<file path="src/rtl/uart_pkg.sv">
// rtl/uart_pkg.sv - shared types and constants for the UART receive path
//   cap_state_t         capture FSM states
//   UART_RX_FIFO_DEPTH  default receive FIFO depth
//   ERR_COUNT_MAX       saturation value of the framing-error counter
package uart_pkg;

  typedef enum logic [0:0] {
    CAP_IDLE = 1'b0,
    CAP_ACK  = 1'b1
  } cap_state_t;

  localparam int UART_RX_FIFO_DEPTH = 16;

  localparam logic [7:0] ERR_COUNT_MAX = 8'hFF;

endpackage

</file>
<file path="src/rtl/uart_sync_fifo.sv">
// rtl/uart_sync_fifo.sv - first-word-fall-through byte FIFO
//   clk, rst_n   clock, asynchronous active-low reset (pointers/count only)
//   push         write push_data (ignored when full unless popping too)
//   push_data    byte to write
//   pop          advance head (ignored when empty)
//   rd_data      head byte, 8'h00 when empty
//   empty, full  occupancy flags
//   count        occupancy, 0..DEPTH
module uart_sync_fifo #(
  parameter  int DEPTH = 16,
  localparam int AW    = $clog2(DEPTH)
) (
  input  logic          clk,
  input  logic          rst_n,
  input  logic          push,
  input  logic [7:0]    push_data,
  input  logic          pop,
  output logic [7:0]    rd_data,
  output logic          empty,
  output logic          full,
  output logic [AW:0]   count
);

  logic [7:0]    mem [DEPTH];
  logic [AW-1:0] wr_ptr;
  logic [AW-1:0] rd_ptr;
  logic          do_push;
  logic          do_pop;

  assign empty = (count == '0);
  assign full  = (count == (AW+1)'(DEPTH));

  assign do_pop  = pop & ~empty;
  // A pop frees the head slot in the same cycle, so a full FIFO still accepts.
  assign do_push = push & (~full | do_pop);

  assign rd_data = empty ? 8'h00 : mem[rd_ptr];

  // Storage carries no reset; only pointers and count define what is valid.
  always_ff @(posedge clk) begin
    if (do_push) begin
      mem[wr_ptr] <= push_data;
    end
  end

  always_ff @(posedge clk or negedge rst_n) begin
    if (!rst_n) begin
      wr_ptr <= '0;
      rd_ptr <= '0;
      count  <= '0;
    end else begin
      if (do_push) begin
        wr_ptr <= wr_ptr + 1'b1;
      end
      if (do_pop) begin
        rd_ptr <= rd_ptr + 1'b1;
      end
      case ({do_push, do_pop})
        2'b10:   count <= count + 1'b1;
        2'b01:   count <= count - 1'b1;
        default: count <= count;
      endcase
    end
  end

endmodule

</file>
<file path="src/rtl/uart_rx_buffer.sv">
// rtl/uart_rx_buffer.sv - UART receive capture, byte FIFO and sticky status
//   clk, rst_n        clock, asynchronous active-low reset
//   uart_received     core byte-received level, held until acked
//   uart_rx_byte      core received byte
//   uart_recv_error   core framing-error level, held until acked
//   uart_recv_ack     one-cycle acknowledge to the core
//   rd_valid/rd_data/rd_ready  host read side (FWFT, rd_data=0 when empty)
//   count             FIFO occupancy
//   overflow          sticky: byte dropped on full FIFO
//   err_count         saturating framing-error count
//   clr_status        clears overflow and err_count (events win)
module uart_rx_buffer
  import uart_pkg::*;
#(
  parameter  int DEPTH = UART_RX_FIFO_DEPTH,
  localparam int AW    = $clog2(DEPTH)
) (
  input  logic          clk,
  input  logic          rst_n,
  input  logic          uart_received,
  input  logic [7:0]    uart_rx_byte,
  input  logic          uart_recv_error,
  output logic          uart_recv_ack,
  output logic          rd_valid,
  output logic [7:0]    rd_data,
  input  logic          rd_ready,
  output logic [AW:0]   count,
  output logic          overflow,
  output logic [7:0]    err_count,
  input  logic          clr_status
);

  cap_state_t state;
  cap_state_t state_next;
  logic       capture;
  logic       ack;

  logic       fifo_empty;
  logic       fifo_full;
  logic       pop;
  logic       push_req;
  logic       push;
  logic       drop;
  logic       err_event;

  always_ff @(posedge clk or negedge rst_n) begin
    if (!rst_n) begin
      state <= CAP_IDLE;
    end else begin
      state <= state_next;
    end
  end

  // The core keeps its flags up during CAP_ACK, so that state must not
  // look at them or the same byte would be captured twice.
  always_comb begin
    state_next = state;
    capture    = 1'b0;
    ack        = 1'b0;
    case (state)
      CAP_IDLE: begin
        if (uart_received | uart_recv_error) begin
          capture    = 1'b1;
          state_next = CAP_ACK;
        end
      end
      CAP_ACK: begin
        ack        = 1'b1;
        state_next = CAP_IDLE;
      end
      default: state_next = CAP_IDLE;
    endcase
  end

  assign uart_recv_ack = ack;

  assign rd_valid  = ~fifo_empty;
  assign pop       = rd_valid & rd_ready;
  assign push_req  = capture & uart_received;
  assign push      = push_req & (~fifo_full | pop);
  assign drop      = push_req & fifo_full & ~pop;
  assign err_event = capture & uart_recv_error;

  uart_sync_fifo #(
    .DEPTH (DEPTH)
  ) u_fifo (
    .clk       (clk),
    .rst_n     (rst_n),
    .push      (push),
    .push_data (uart_rx_byte),
    .pop       (pop),
    .rd_data   (rd_data),
    .empty     (fifo_empty),
    .full      (fifo_full),
    .count     (count)
  );

  // Status: a same-cycle event takes priority over clr_status.
  always_ff @(posedge clk or negedge rst_n) begin
    if (!rst_n) begin
      overflow  <= 1'b0;
      err_count <= 8'h00;
    end else begin
      if (drop) begin
        overflow <= 1'b1;
      end else if (clr_status) begin
        overflow <= 1'b0;
      end

      if (err_event) begin
        if (clr_status) begin
          err_count <= 8'h01;
        end else if (err_count != ERR_COUNT_MAX) begin
          err_count <= err_count + 8'h01;
        end
      end else if (clr_status) begin
        err_count <= 8'h00;
      end
    end
  end

endmodule

</file>
<file path="config.mk">
export PLATFORM = sky130hd
export DESIGN_NAME = uart_rx_buffer
export DESIGN_NICKNAME = d
export VERILOG_FILES = /design/src/rtl/uart_pkg.sv /design/src/rtl/uart_sync_fifo.sv /design/src/rtl/uart_rx_buffer.sv
export SDC_FILE = /design/constraint.sdc
export NUM_CORES = 1
export LEC_CHECK = 0
export BUFFER_PORTS_ARGS = -buffer_cell sky130_fd_sc_hd__buf_2
export CORE_MARGIN = 2
export CORE_UTILIZATION = 50
export DETAILED_ROUTE_END_ITERATION = 10
export PLACE_DENSITY = 0.77
export SETUP_SLACK_MARGIN = 0.4
export SYNTH_ARGS = -nofsm -noshare
export SYNTH_HDL_FRONTEND = slang
export SYNTH_SLANG_ARGS = --single-unit
export TNS_END_PERCENT = 50
</file>
<file path="constraint.sdc">
create_clock -name clk -period 3.3 [get_ports clk]
set_clock_uncertainty 0.2 [all_clocks]
set_input_delay 0.165 -clock clk [delete_from_list [all_inputs] [get_ports clk]]
set_output_delay 0.165 -clock clk [all_outputs]
set_load 0.005 [all_outputs]
</file>
==> summary.md <==
| Metric | Value |
|---|---|
| Initial Utilization | 51.6% |
| NumNets Final | 432 |
| Met2 Use GR | 31.7% |
| Rel. slew slack | 52.3% |
| I/O Pins | 38 |
| Clock latency on the worst-skew pair | 410 ps |
| CTS tree | built |
| Post-Syn Area | 6250 um2 |
| Hold Crit Class | in -> async |
| Maximum vdd drop | 0.562 mV |
| Cell family with most CP delay | simple AND/OR/NAND/NOR gates |
| Area Overhead vs Synth | 19.5% |
| Buffer and inverter count on the worst path | 1 |
| Crit-path cells | nor4_4 > a31oi_4 > inv_2 > ha_2 > xor2_1 > ha_1 > and3b_1 > o21ai_0 > a21oi_1 > xnor2_1 |
| Synth top area cells | edfxtp_1, mux4_2, dfrtp_1, mux2i_1, ha_1 |
| P_sw | 0.00178 W |
| Chip width | 116 um |
| Pwr dens | 821 nW/um2 |
| Cell variety after synth | 40 |
| Critical path startpoint category | flop |
| DP Cell Count | 544 |
| Initial antenna violation count | 0 |
| Int Power | 0.00435 W |
| FF/Latch Area | 4420 um2 |
| Routed Wire Length | 11,800 um |
| Clock-pin transition on the worst setup and hold timing paths | 60 ps |
| Vias | 3,273 |
| Crit-path max cell delay | 480 ps |
| RD Place Congestion | 0.822 |
| Antenna Violating Nets Remaining | 0 |
| Pin count of the biggest net entering global routing | 24 |
| Detailed placement HPWL | 7280 um |
| Power Total | 0.00613 W |
| RSZ-0062 raised after global routing | true |
| Chip height | 116 um |
| Ant. Diodes | 0 |
| Num Clock Sinks | 151 |
| Clk pwr share | 33.2% |
| Vias in the first global route | 3,439 |
| GR peak layer | met2 |
| Synth top area share | 61.5% |
| Worst slew pin tran | 715 ps |
| DIE AREA | 13,400 um2 |
| Main flop type after synthesis | edfxtp_1 |
| Cells after synthesis | 337 |
| Clk buf depth | 2 |
| WP data arrival | 2880 ps |
| Final Hold Fails | 0 |
| Gr usage total | 19.4% |
| Final cell count without fillers | 590 |
| CP endpoint kind | flop |
| Final Slew Violations | 0 |
| Layout fillers | 904 |
| Wire length per cell | 20.0 um |
| Count of standard-cell rows | 40 |
| Max H-tree Level | 4 |
| Met3 GRT Util | 6.43% |
| Critical path type | reg -> reg |
| Cts bufs inserted | 17 |
| CP max stage cell | dfrtp_1 |
| Detailed Route Iter0 Violations | 266 |
| Core ar. | 12,100 um2 |
| First-pass DRT Iterations | 4 |
| Fin Setup TNS | 0 ps |
| Fmax | 365 MHz |
| First-pass GRT wire length | 18,300 um |
| Max Cap Violations | 0 |
| Share of cells above drive strength 1 | 30.6% |
| Period utilization | 83.1% |
| Crit path max fanout | 9 |
| Sequential area share after synthesis | 70.7% |
| Synth top cells by count | edfxtp_1, mux4_2, dfrtp_1, mux2i_1, nor2_1 |
| Remaining DRCs | 0 |
| Post-synth EDFFs | 128 |
| Comb power frac | 25.7% |
| Final Core Density | 61.6% |
| Final worst path period need | 2740 ps |
| Remaining Overflow, GRT | 0 |
| Synth async-reset ratio | 15.2% |
| Req. time, crit path | 3440 ps |
| Sw Share | 29.1% |
| Leak pwr | 2.68 nW |
| Status | finished clean |
| Top-count cell post-synth | edfxtp_1 |
| Synthesis warning total | 0 |
| Setup violators final | 0 |
| Register bit count reported by yosys | 151 |
| Avg Synthesized Cell Area | 18.5 um2 |
| Synth area leader | edfxtp_1 |
| I/O Buffers | 37 |
| Part of the power in registers | 41.1% |
| Vias per inst | 5.55 |
| GR Util met1 | 25.0% |
| Post-Syn Nets | 360 |
| CTS Root Cell | clkbuf_16 |
| Area of the multi-input gates | 1710 um2 |
placed cells by master, fill, tap and decap left out, types with 2 or more instances in the layout:
master | netlist | final
edfxtp_1 | 128 | 128
clkinv_2 | 0 | 2
inv_6 | 0 | 3
and3b_1 | 2 | 2
clkbuf_16 | 0 | 17
mux4_2 | 32 | 32
nand3_1 | 4 | 4
nor2_1 | 14 | 14
nor2b_1 | 3 | 3
a21oi_1 | 4 | 4
mux2i_1 | 17 | 17
dfrtp_1 | 23 | 22
inv_1 | 11 | 10
bufinv_16 | 0 | 4
xor2_1 | 12 | 12
dlygate4sd3_1 | 0 | 13
o2111ai_1 | 3 | 3
o22ai_1 | 9 | 9
mux2_2 | 2 | 2
o21ai_0 | 5 | 5
nand4_1 | 4 | 4
xnor2_1 | 7 | 7
nor4_2 | 0 | 3
clkinv_1 | 0 | 2
buf_4 | 2 | 17
nand2_1 | 6 | 6
buf_2 | 7 | 37
nor3_1 | 4 | 4
clkinv_4 | 0 | 2
and2_1 | 6 | 6
ha_1 | 9 | 8
sequential cells by signal, summed over array words and instances, names as in the netlist:
name           cells
overflow           1
u_fifo.count       5
err_count          8
u_fifo.mem       128
u_fifo.rd_ptr      4
state              1
u_fifo.wr_ptr      4
per-layer routing:
metal	vias up	share of wire [%]
li1	1487	-
met1	1661	42
met2	117	51
met3	8	6.3
met4	0	1.0
met5	-	0
kinds of logic (layout without fill, tap and decap cells):
| kind of cell | after synthesis | in the layout | share of synthesized area [%] |
|---|---|---|---|
| AO/OA/AOI/OAI | 27 | 27 | 3.02 |
| XOR/XNOR | 19 | 19 | 2.66 |
| adder cells (fa/ha/maj) | 9 | 9 | 1.80 |
| buffers and inverters | 26 | 111 | 2.18 |
| flip-flops | 151 | 151 | 70.7 |
| multiplexers | 51 | 51 | 14.6 |
| AND/OR/NAND/NOR | 54 | 54 | 4.99 |
through the flow:
| stage | instance area (um2) | hold slack, ps | setup WS [ps] |
|---|---|---|---|
| after floorplan | 6250 | -331 | 697 |
| after global placement | 6700 | -35.2 | 490 |
| after detailed placement | 6700 | -20.4 | 312 |
| after CTS | 7460 | 74.3 | 413 |
| after global routing | 7470 | 108 | 369 |
| final | 7470 | 69.6 | 557 |
final cells by class:
cell class | instances | area share, %
Multi-Input combinational cell | 160 | 23.0
Sequential cell | 151 | 59.2
Timing Repair Buffer | 68 | 6.08
Clock buffer | 17 | 5.70
Inverter | 11 | 0.553
Clock inverter | 15 | 2.68
Tap cell | 168 | 2.82
worst register-to-register path, cell delays in order (launching register included):
cell     delay (ps)
dfrtp_1         480
nor4_4          400
a31oi_4         190
inv_2           170
ha_2            290
xor2_1          180
ha_1            210
and3b_1         160
o21ai_0          70
a21oi_1         190
xnor2_1         130
power by group through the flow:
| stage | Clock, W | Sequential, W | Combinational (W) |
|---|---|---|---|
| 6_report | 0.00203 | 0.00252 | 0.00158 |
| 3_5_place_dp | 0 | 0.00256 | 0.00156 |
| 2_1_floorplan | 0 | 0.00240 | 0.00124 |
| 4_1_cts | 0.00207 | 0.00252 | 0.00160 |
| 3_3_place_gp | 0 | 0.00254 | 0.00153 |
| 5_1_grt | 0.00215 | 0.00255 | 0.00172 |
worst paths after layout:
kind / from / to / slack (ps) / cells after the start
min in group clk: uart_recv_error / err_count[2] / 120 / 5
worst max-delay path: u_fifo.count[1] / u_fifo.count[4] / 560 / 10
worst min-delay path: rst_n / err_count[1] / 70 / 2
worst min register to register: state / state / 290 / 1
worst max register to register: u_fifo.count[1] / u_fifo.count[4] / 560 / 10
max in group asynchronous: rst_n / u_fifo.rd_ptr[0] / 2430 / 2
repair_timing:
action                                  in CTS  in global routing
setup buffers                                1                  0
pin swaps                                    1                  1
gates resized for setup                      1                  2
endpoints found under the setup margin       2                  6
hold buffers                                13                  0
endpoints found under the hold margin      161                  0
Note: power is estimated with default switching activity, not from simulation.
